===== src/rtl/uio_lite_master.sv =====
// AXI4-Lite master that issues single-word write/read commands to the UIO control-register slave.
// One transaction in flight; completion reported by a one-cycle response pulse.
module uio_lite_master #(
  parameter int unsigned TIMEOUT = 1024,
  parameter int unsigned CNT_W   = 16
) (
  input  logic             M_AXI_ACLK,
  input  logic             M_AXI_ARESETN,
  input  logic             cmd_valid,
  output logic             cmd_ready,
  input  logic             cmd_write,
  input  logic [31:0]      cmd_addr,
  input  logic [31:0]      cmd_wdata,
  output logic             rsp_valid,
  output logic             rsp_write,
  output logic [31:0]      rsp_rdata,
  output logic [1:0]       rsp_resp,
  output logic             busy,
  output logic             timeout_err,
  output logic [CNT_W-1:0] done_cnt,
  output logic [31:0]      M_AXI_AWADDR,
  output logic             M_AXI_AWVALID,
  input  logic             M_AXI_AWREADY,
  output logic [31:0]      M_AXI_WDATA,
  output logic [3:0]       M_AXI_WSTRB,
  output logic             M_AXI_WVALID,
  input  logic             M_AXI_WREADY,
  input  logic [1:0]       M_AXI_BRESP,
  input  logic             M_AXI_BVALID,
  output logic             M_AXI_BREADY,
  output logic [31:0]      M_AXI_ARADDR,
  output logic             M_AXI_ARVALID,
  input  logic             M_AXI_ARREADY,
  input  logic [31:0]      M_AXI_RDATA,
  input  logic [1:0]       M_AXI_RRESP,
  input  logic             M_AXI_RVALID,
  output logic             M_AXI_RREADY
);

  typedef enum logic [2:0] {StIdle, StWr, StWb, StRa, StRd} state_e;

  state_e           state_q, state_d;
  logic [29:0]      addr_q, addr_d;
  logic [31:0]      wdata_q, wdata_d;
  logic             awvalid_q, awvalid_d, wvalid_q, wvalid_d;
  logic             aw_done_q, aw_done_d, w_done_q, w_done_d;
  logic             bready_q, bready_d, arvalid_q, arvalid_d, rready_q, rready_d;
  logic             rsp_valid_q, rsp_valid_d, rsp_write_q, rsp_write_d;
  logic [31:0]      rsp_rdata_q, rsp_rdata_d;
  logic [1:0]       rsp_resp_q, rsp_resp_d;
  logic             timeout_q, timeout_d;
  logic [CNT_W-1:0] done_cnt_q, done_cnt_d;
  logic [31:0]      wd_q, wd_d;
  logic             aw_fin, w_fin;

  // Word-aligned addressing: the byte-lane bits never reach the bus.
  logic unused_addr_bits;
  assign unused_addr_bits = ^cmd_addr[1:0];

  always_comb begin
    state_d     = state_q;
    addr_d      = addr_q;
    wdata_d     = wdata_q;
    awvalid_d   = awvalid_q;
    wvalid_d    = wvalid_q;
    aw_done_d   = aw_done_q;
    w_done_d    = w_done_q;
    bready_d    = bready_q;
    arvalid_d   = arvalid_q;
    rready_d    = rready_q;
    rsp_valid_d = 1'b0;
    rsp_write_d = rsp_write_q;
    rsp_rdata_d = rsp_rdata_q;
    rsp_resp_d  = rsp_resp_q;
    done_cnt_d  = done_cnt_q;
    aw_fin      = aw_done_q | (awvalid_q & M_AXI_AWREADY);
    w_fin       = w_done_q | (wvalid_q & M_AXI_WREADY);
    unique case (state_q)
      StIdle: begin
        if (cmd_valid) begin
          addr_d  = cmd_addr[31:2];
          wdata_d = cmd_wdata;
          if (cmd_write) begin
            awvalid_d = 1'b1;
            wvalid_d  = 1'b1;
            aw_done_d = 1'b0;
            w_done_d  = 1'b0;
            state_d   = StWr;
          end else begin
            arvalid_d = 1'b1;
            state_d   = StRa;
          end
        end
      end
      StWr: begin
        if (awvalid_q && M_AXI_AWREADY) begin
          awvalid_d = 1'b0;
          aw_done_d = 1'b1;
        end
        if (wvalid_q && M_AXI_WREADY) begin
          wvalid_d = 1'b0;
          w_done_d = 1'b1;
        end
        if (aw_fin && w_fin) begin
          bready_d = 1'b1;
          state_d  = StWb;
        end
      end
      StWb: begin
        if (M_AXI_BVALID && bready_q) begin
          bready_d    = 1'b0;
          rsp_resp_d  = M_AXI_BRESP;
          rsp_write_d = 1'b1;
          rsp_valid_d = 1'b1;
          done_cnt_d  = done_cnt_q + CNT_W'(1);
          state_d     = StIdle;
        end
      end
      StRa: begin
        if (arvalid_q && M_AXI_ARREADY) begin
          arvalid_d = 1'b0;
          rready_d  = 1'b1;
          state_d   = StRd;
        end
      end
      StRd: begin
        if (M_AXI_RVALID && rready_q) begin
          rready_d    = 1'b0;
          rsp_rdata_d = M_AXI_RDATA;
          rsp_resp_d  = M_AXI_RRESP;
          rsp_write_d = 1'b0;
          rsp_valid_d = 1'b1;
          done_cnt_d  = done_cnt_q + CNT_W'(1);
          state_d     = StIdle;
        end
      end
      default: state_d = StIdle;
    endcase

    // Watchdog only flags a stall; the transaction keeps waiting for its handshake.
    if ((state_d != state_q) || (state_q == StIdle)) begin
      wd_d = '0;
    end else if (wd_q != TIMEOUT) begin
      wd_d = wd_q + 32'd1;
    end else begin
      wd_d = wd_q;
    end
    timeout_d = timeout_q | ((TIMEOUT != 0) && (state_q != StIdle) && (wd_d == TIMEOUT));
  end

  always_ff @(posedge M_AXI_ACLK) begin
    if (!M_AXI_ARESETN) begin
      state_q     <= StIdle;
      addr_q      <= '0;
      wdata_q     <= '0;
      awvalid_q   <= 1'b0;
      wvalid_q    <= 1'b0;
      aw_done_q   <= 1'b0;
      w_done_q    <= 1'b0;
      bready_q    <= 1'b0;
      arvalid_q   <= 1'b0;
      rready_q    <= 1'b0;
      rsp_valid_q <= 1'b0;
      rsp_write_q <= 1'b0;
      rsp_rdata_q <= '0;
      rsp_resp_q  <= '0;
      timeout_q   <= 1'b0;
      done_cnt_q  <= '0;
      wd_q        <= '0;
    end else begin
      state_q     <= state_d;
      addr_q      <= addr_d;
      wdata_q     <= wdata_d;
      awvalid_q   <= awvalid_d;
      wvalid_q    <= wvalid_d;
      aw_done_q   <= aw_done_d;
      w_done_q    <= w_done_d;
      bready_q    <= bready_d;
      arvalid_q   <= arvalid_d;
      rready_q    <= rready_d;
      rsp_valid_q <= rsp_valid_d;
      rsp_write_q <= rsp_write_d;
      rsp_rdata_q <= rsp_rdata_d;
      rsp_resp_q  <= rsp_resp_d;
      timeout_q   <= timeout_d;
      done_cnt_q  <= done_cnt_d;
      wd_q        <= wd_d;
    end
  end

  assign cmd_ready     = (state_q == StIdle);
  assign busy          = (state_q != StIdle);
  assign rsp_valid     = rsp_valid_q;
  assign rsp_write     = rsp_write_q;
  assign rsp_rdata     = rsp_rdata_q;
  assign rsp_resp      = rsp_resp_q;
  assign timeout_err   = timeout_q;
  assign done_cnt      = done_cnt_q;
  assign M_AXI_AWADDR  = {addr_q, 2'b00};
  assign M_AXI_AWVALID = awvalid_q;
  assign M_AXI_WDATA   = wdata_q;
  assign M_AXI_WSTRB   = 4'hf;
  assign M_AXI_WVALID  = wvalid_q;
  assign M_AXI_BREADY  = bready_q;
  assign M_AXI_ARADDR  = {addr_q, 2'b00};
  assign M_AXI_ARVALID = arvalid_q;
  assign M_AXI_RREADY  = rready_q;

endmodule

===== config.mk =====
export PLATFORM = sky130hd
export DESIGN_NAME = uio_lite_master
export DESIGN_NICKNAME = d
export VERILOG_FILES = /design/src/rtl/uio_lite_master.sv
export SDC_FILE = /design/constraint.sdc
export NUM_CORES = 1
export LEC_CHECK = 0
export BUFFER_PORTS_ARGS = -buffer_cell sky130_fd_sc_hd__clkbuf_2
export CORE_UTILIZATION = 40
export DETAILED_ROUTE_END_ITERATION = 16
export GPL_ROUTABILITY_DRIVEN = 0
export PLACE_DENSITY = 0.67
export RECOVER_POWER = 25
export SYNTH_ARGS = -nofsm -noshare
export SYNTH_HDL_FRONTEND = slang
export SYNTH_SLANG_ARGS = --single-unit

===== constraint.sdc =====
create_clock -name M_AXI_ACLK -period 2.9 [get_ports M_AXI_ACLK]
set_input_delay 0.145 -clock M_AXI_ACLK [delete_from_list [all_inputs] [get_ports M_AXI_ACLK]]
set_output_delay 0.145 -clock M_AXI_ACLK [all_outputs]
set_load 0.005 [all_outputs]

==> impl_metrics.csv <==
group,metric,value,unit
status,status,"completed",
floorplanning,num_io_pins,269,
grt,grt_start_max_net_pins,72,
power,power_frac_seq,0.454,
place,pre_cts_ws,0.404,ns
place,place_inst,1271,
timing,hold_viol_final,0,
timing,period_share,0.856,
clock_network,clk_pin_slew_worst_paths,0.06,ns
timing,slew_viol_final,0,
timing,setup_violations,0,
route,wl_met2,9.20,mm
grt,antenna_found_initial,0,
grt,grt_pass1_vias,6106,
cells_and_area,most-common-layout-cells,"nand2_1, clkbuf_2, dfxtp_1",
floorplanning,start_util,0.412,
route,routedLengthMet1,8.21,mm
yosys,netlist_top_cells_area,"dfxtp_1, nand2_1, a21boi_0",
yosys,synth-main-ff-cell,"dfxtp_1",
route,vias,6789,
floorplanning,dieWidth,136,um
cells_and_area,drive_gt1_frac,0.223,
route,dr.pass1.iters,5,
timing,maxSlewHeadroom,0.495,
yosys,synth_top_area_cell,"dfxtp_1",
route,ant_nets,0,
power,p_sw,1.29,mW
power,combPwrFrac,0.112,
timing,tightest_slew,0.751,ns
yosys,ys_types,53,
floorplanning,coreArea,17400,sq um
critical_path,r2r_start,"wd_q[1]$_SDFF_PN0_",
route,top_layer,"met4",
place,dpl.hpwl,12.5,mm
yosys,synthArstFlopShare,0,
clock_network,ctsRootBufferMaster,"clkbuf_16",
route,drt_iter0_drc,346,
yosys,syn_avg_cell_area,8.28,sq um
worst_hold_path,hold_path_startpoint,"cmd_addr[28]",
critical_path,crit_type,"flip-flop to flip-flop",
yosys,ys_seq_elements,157,
critical_path,critPathMaxFanout,10,
cells_and_area,antennaDiodeCount,0,
route,wl_per_cell,13.8,um
critical_path,critPathRequiredTime,3.23,ns
power,vdd_drop_max,0.410,mV
critical_path,arrival,2.82,ns
yosys,syn_inst,864,
clock_network,clock_latency,0.42,ns
clock_network,cts_tree,"built",
cells_and_area,final_common_cell,"nand2_1",
grt,grt_pass1_wl,29.4,mm
cells_and_area,area_growth_syn_to_layout,36.8,%
clock_network,cts_sinks,157,
grt,gr-total-overflow,0,
timing,layout_setup_ws,0.416,ns
timing,fmax,403,MHz
timing,worst_clock_skew,0.0124,ns
power,finalPower,5.03,mW
clock_network,post_cts_buffers,0,
yosys,synth_area,7160,sq um
power,power_frac_clock,0.434,
floorplanning,die_area,18400,sq um
yosys,synthDominantCellAreaShare,0.439,
floorplanning,rows,48,
power,p_int,3.74,mW
place,port_buffers,258,
timing,rsz0062_at_grt,"no",
critical_path,cp-end-kind,"flip-flop",
route,drc,0,
power,p_sw_frac,0.256,
route,viasPerCell,4.86,
job,drv_cap,0,
power,leakagePower,4.02,nW
timing,worst_hold_slack,0.0325,ns
timing,period_needed,2.48,ns
critical_path,crit_start,"wd_q[1]$_SDFF_PN0_",
critical_path,startpoint_type,"flip-flop",
cells_and_area,final_cells,1396,
clock_network,cts_buffers,17,
route,met3_length,1.16,mm
clock_network,max-clock-path-buffers,2,
cells_and_area,fin_nets,1270,
timing,setup_tns,0,ns
route,drt_wl_total,19.2,mm
clock_network,cts_max_level,4,
yosys,synth_edf_count,0,
grt,grt.total_usage,0.201,
yosys,yosysSeqAreaShare,0.439,
worst_hold_path,hold_path_class,"primary input to flip-flop",
yosys,yosysWarnings,0,
floorplanning,die_y,136,um
power,p_per_area,513,nW/um^2
==> cell families after synthesis <==
group / after synthesis / share of synthesized area
flops: 157 / 0.439
other cells: 2 / 0.00105
xor+xnor: 48 / 0.0587
mux: 9 / 0.0126
compound gates: 148 / 0.150
buf+inv: 102 / 0.0767
simple gates: 395 / 0.256
fa+ha+maj: 3 / 0.00524
==> power groups by stage <==
stage,logic [mW],clock network [mW],registers (mW)
final,0.563,2.18,2.28
after global placement,0.461,0,2.33
after floorplan,0.269,0,2.33
after detailed placement,0.463,0,2.33
after CTS,0.567,2.24,2.28
after global routing,0.624,2.32,2.29
==> synth_stat cells (all sizes together), types with 3 or more instances <==
cell type and n:
a21boi 102, a21oi 11, and2 13, and3 10
and4 3, buf 46, clkbuf 48, dfxtp 157
ha 3, inv 8, mux2i 9, nand2 221
nand2b 3, nand3 24, nand4 18, nor2 51
nor2b 5, nor3 18, nor3b 4, nor4 10
o211a 6, o21ai 11, o31ai 3, or2 3
or3 5, xnor2 34, xor2 14
==> final cells by class <==
class / count / area (sq um)
clock inverters: 13 / 130
flip-flops and latches: 157 / 3140
clock buffers: 19 / 443
multi-input cells: 611 / 3490
repair buffers: 363 / 2270
inverters: 8 / 30.0
well taps: 225 / 282
fillers: 1559 / 7560
==> metal layers <==
layer | global-route usage | vias to the layer above
li1 | - | 3424
met1 | 0.240 | 3073
met2 | 0.334 | 246
met3 | 0.0460 | 46
met4 | 0.107 | 0
met5 | 0 | -
==> flip-flops by register name, summed over array words and instances, names as in the netlist, 2 cells and up <==
| register | cells |
|---|---|
| rsp_resp | 2 |
| wd_q | 32 |
| done_cnt | 16 |
| rsp_rdata | 32 |
| addr_q | 30 |
| state_q | 3 |
| M_AXI_WDATA | 32 |
==> worst max-delay path: stages (launching register included) <==
cell,delay [ns]
dfxtp_1,0.41
ha_1,0.23
and3_1,0.26
nand3_2,0.25
nor3_1,0.47
xnor2_1,0.19
nor3b_1,0.22
nand4_1,0.13
o31ai_1,0.24
==> metrics by stage <==
step / utilization / cell area, sq um
floorplan: - / 7180
global placement: 0.481 / 8360
detailed placement: 0.481 / 8360
CTS: 0.568 / 9860
global route: 0.564 / 9790
finish: 0.564 / 9790
==> worst paths after layout <==
path	to	slack [ns]	depth (start not counted)
max reg2reg	timeout_err$_SDFF_PN0_	0.42	8
min	addr_q[26]$_SDFFE_PN0P_	0.03	3
max	timeout_err$_SDFF_PN0_	0.42	8
min reg2reg	rsp_rdata[17]$_SDFFE_PN0P_	0.46	2
==> what timing repair did <==
action                                 CTS  global route
endpoints found under the hold margin   93             0
hold buffers                            93             0
setup endpoints to repair                0             0
gates resized for setup                  0             0
Note: power is estimated with default switching activity, not from simulation.
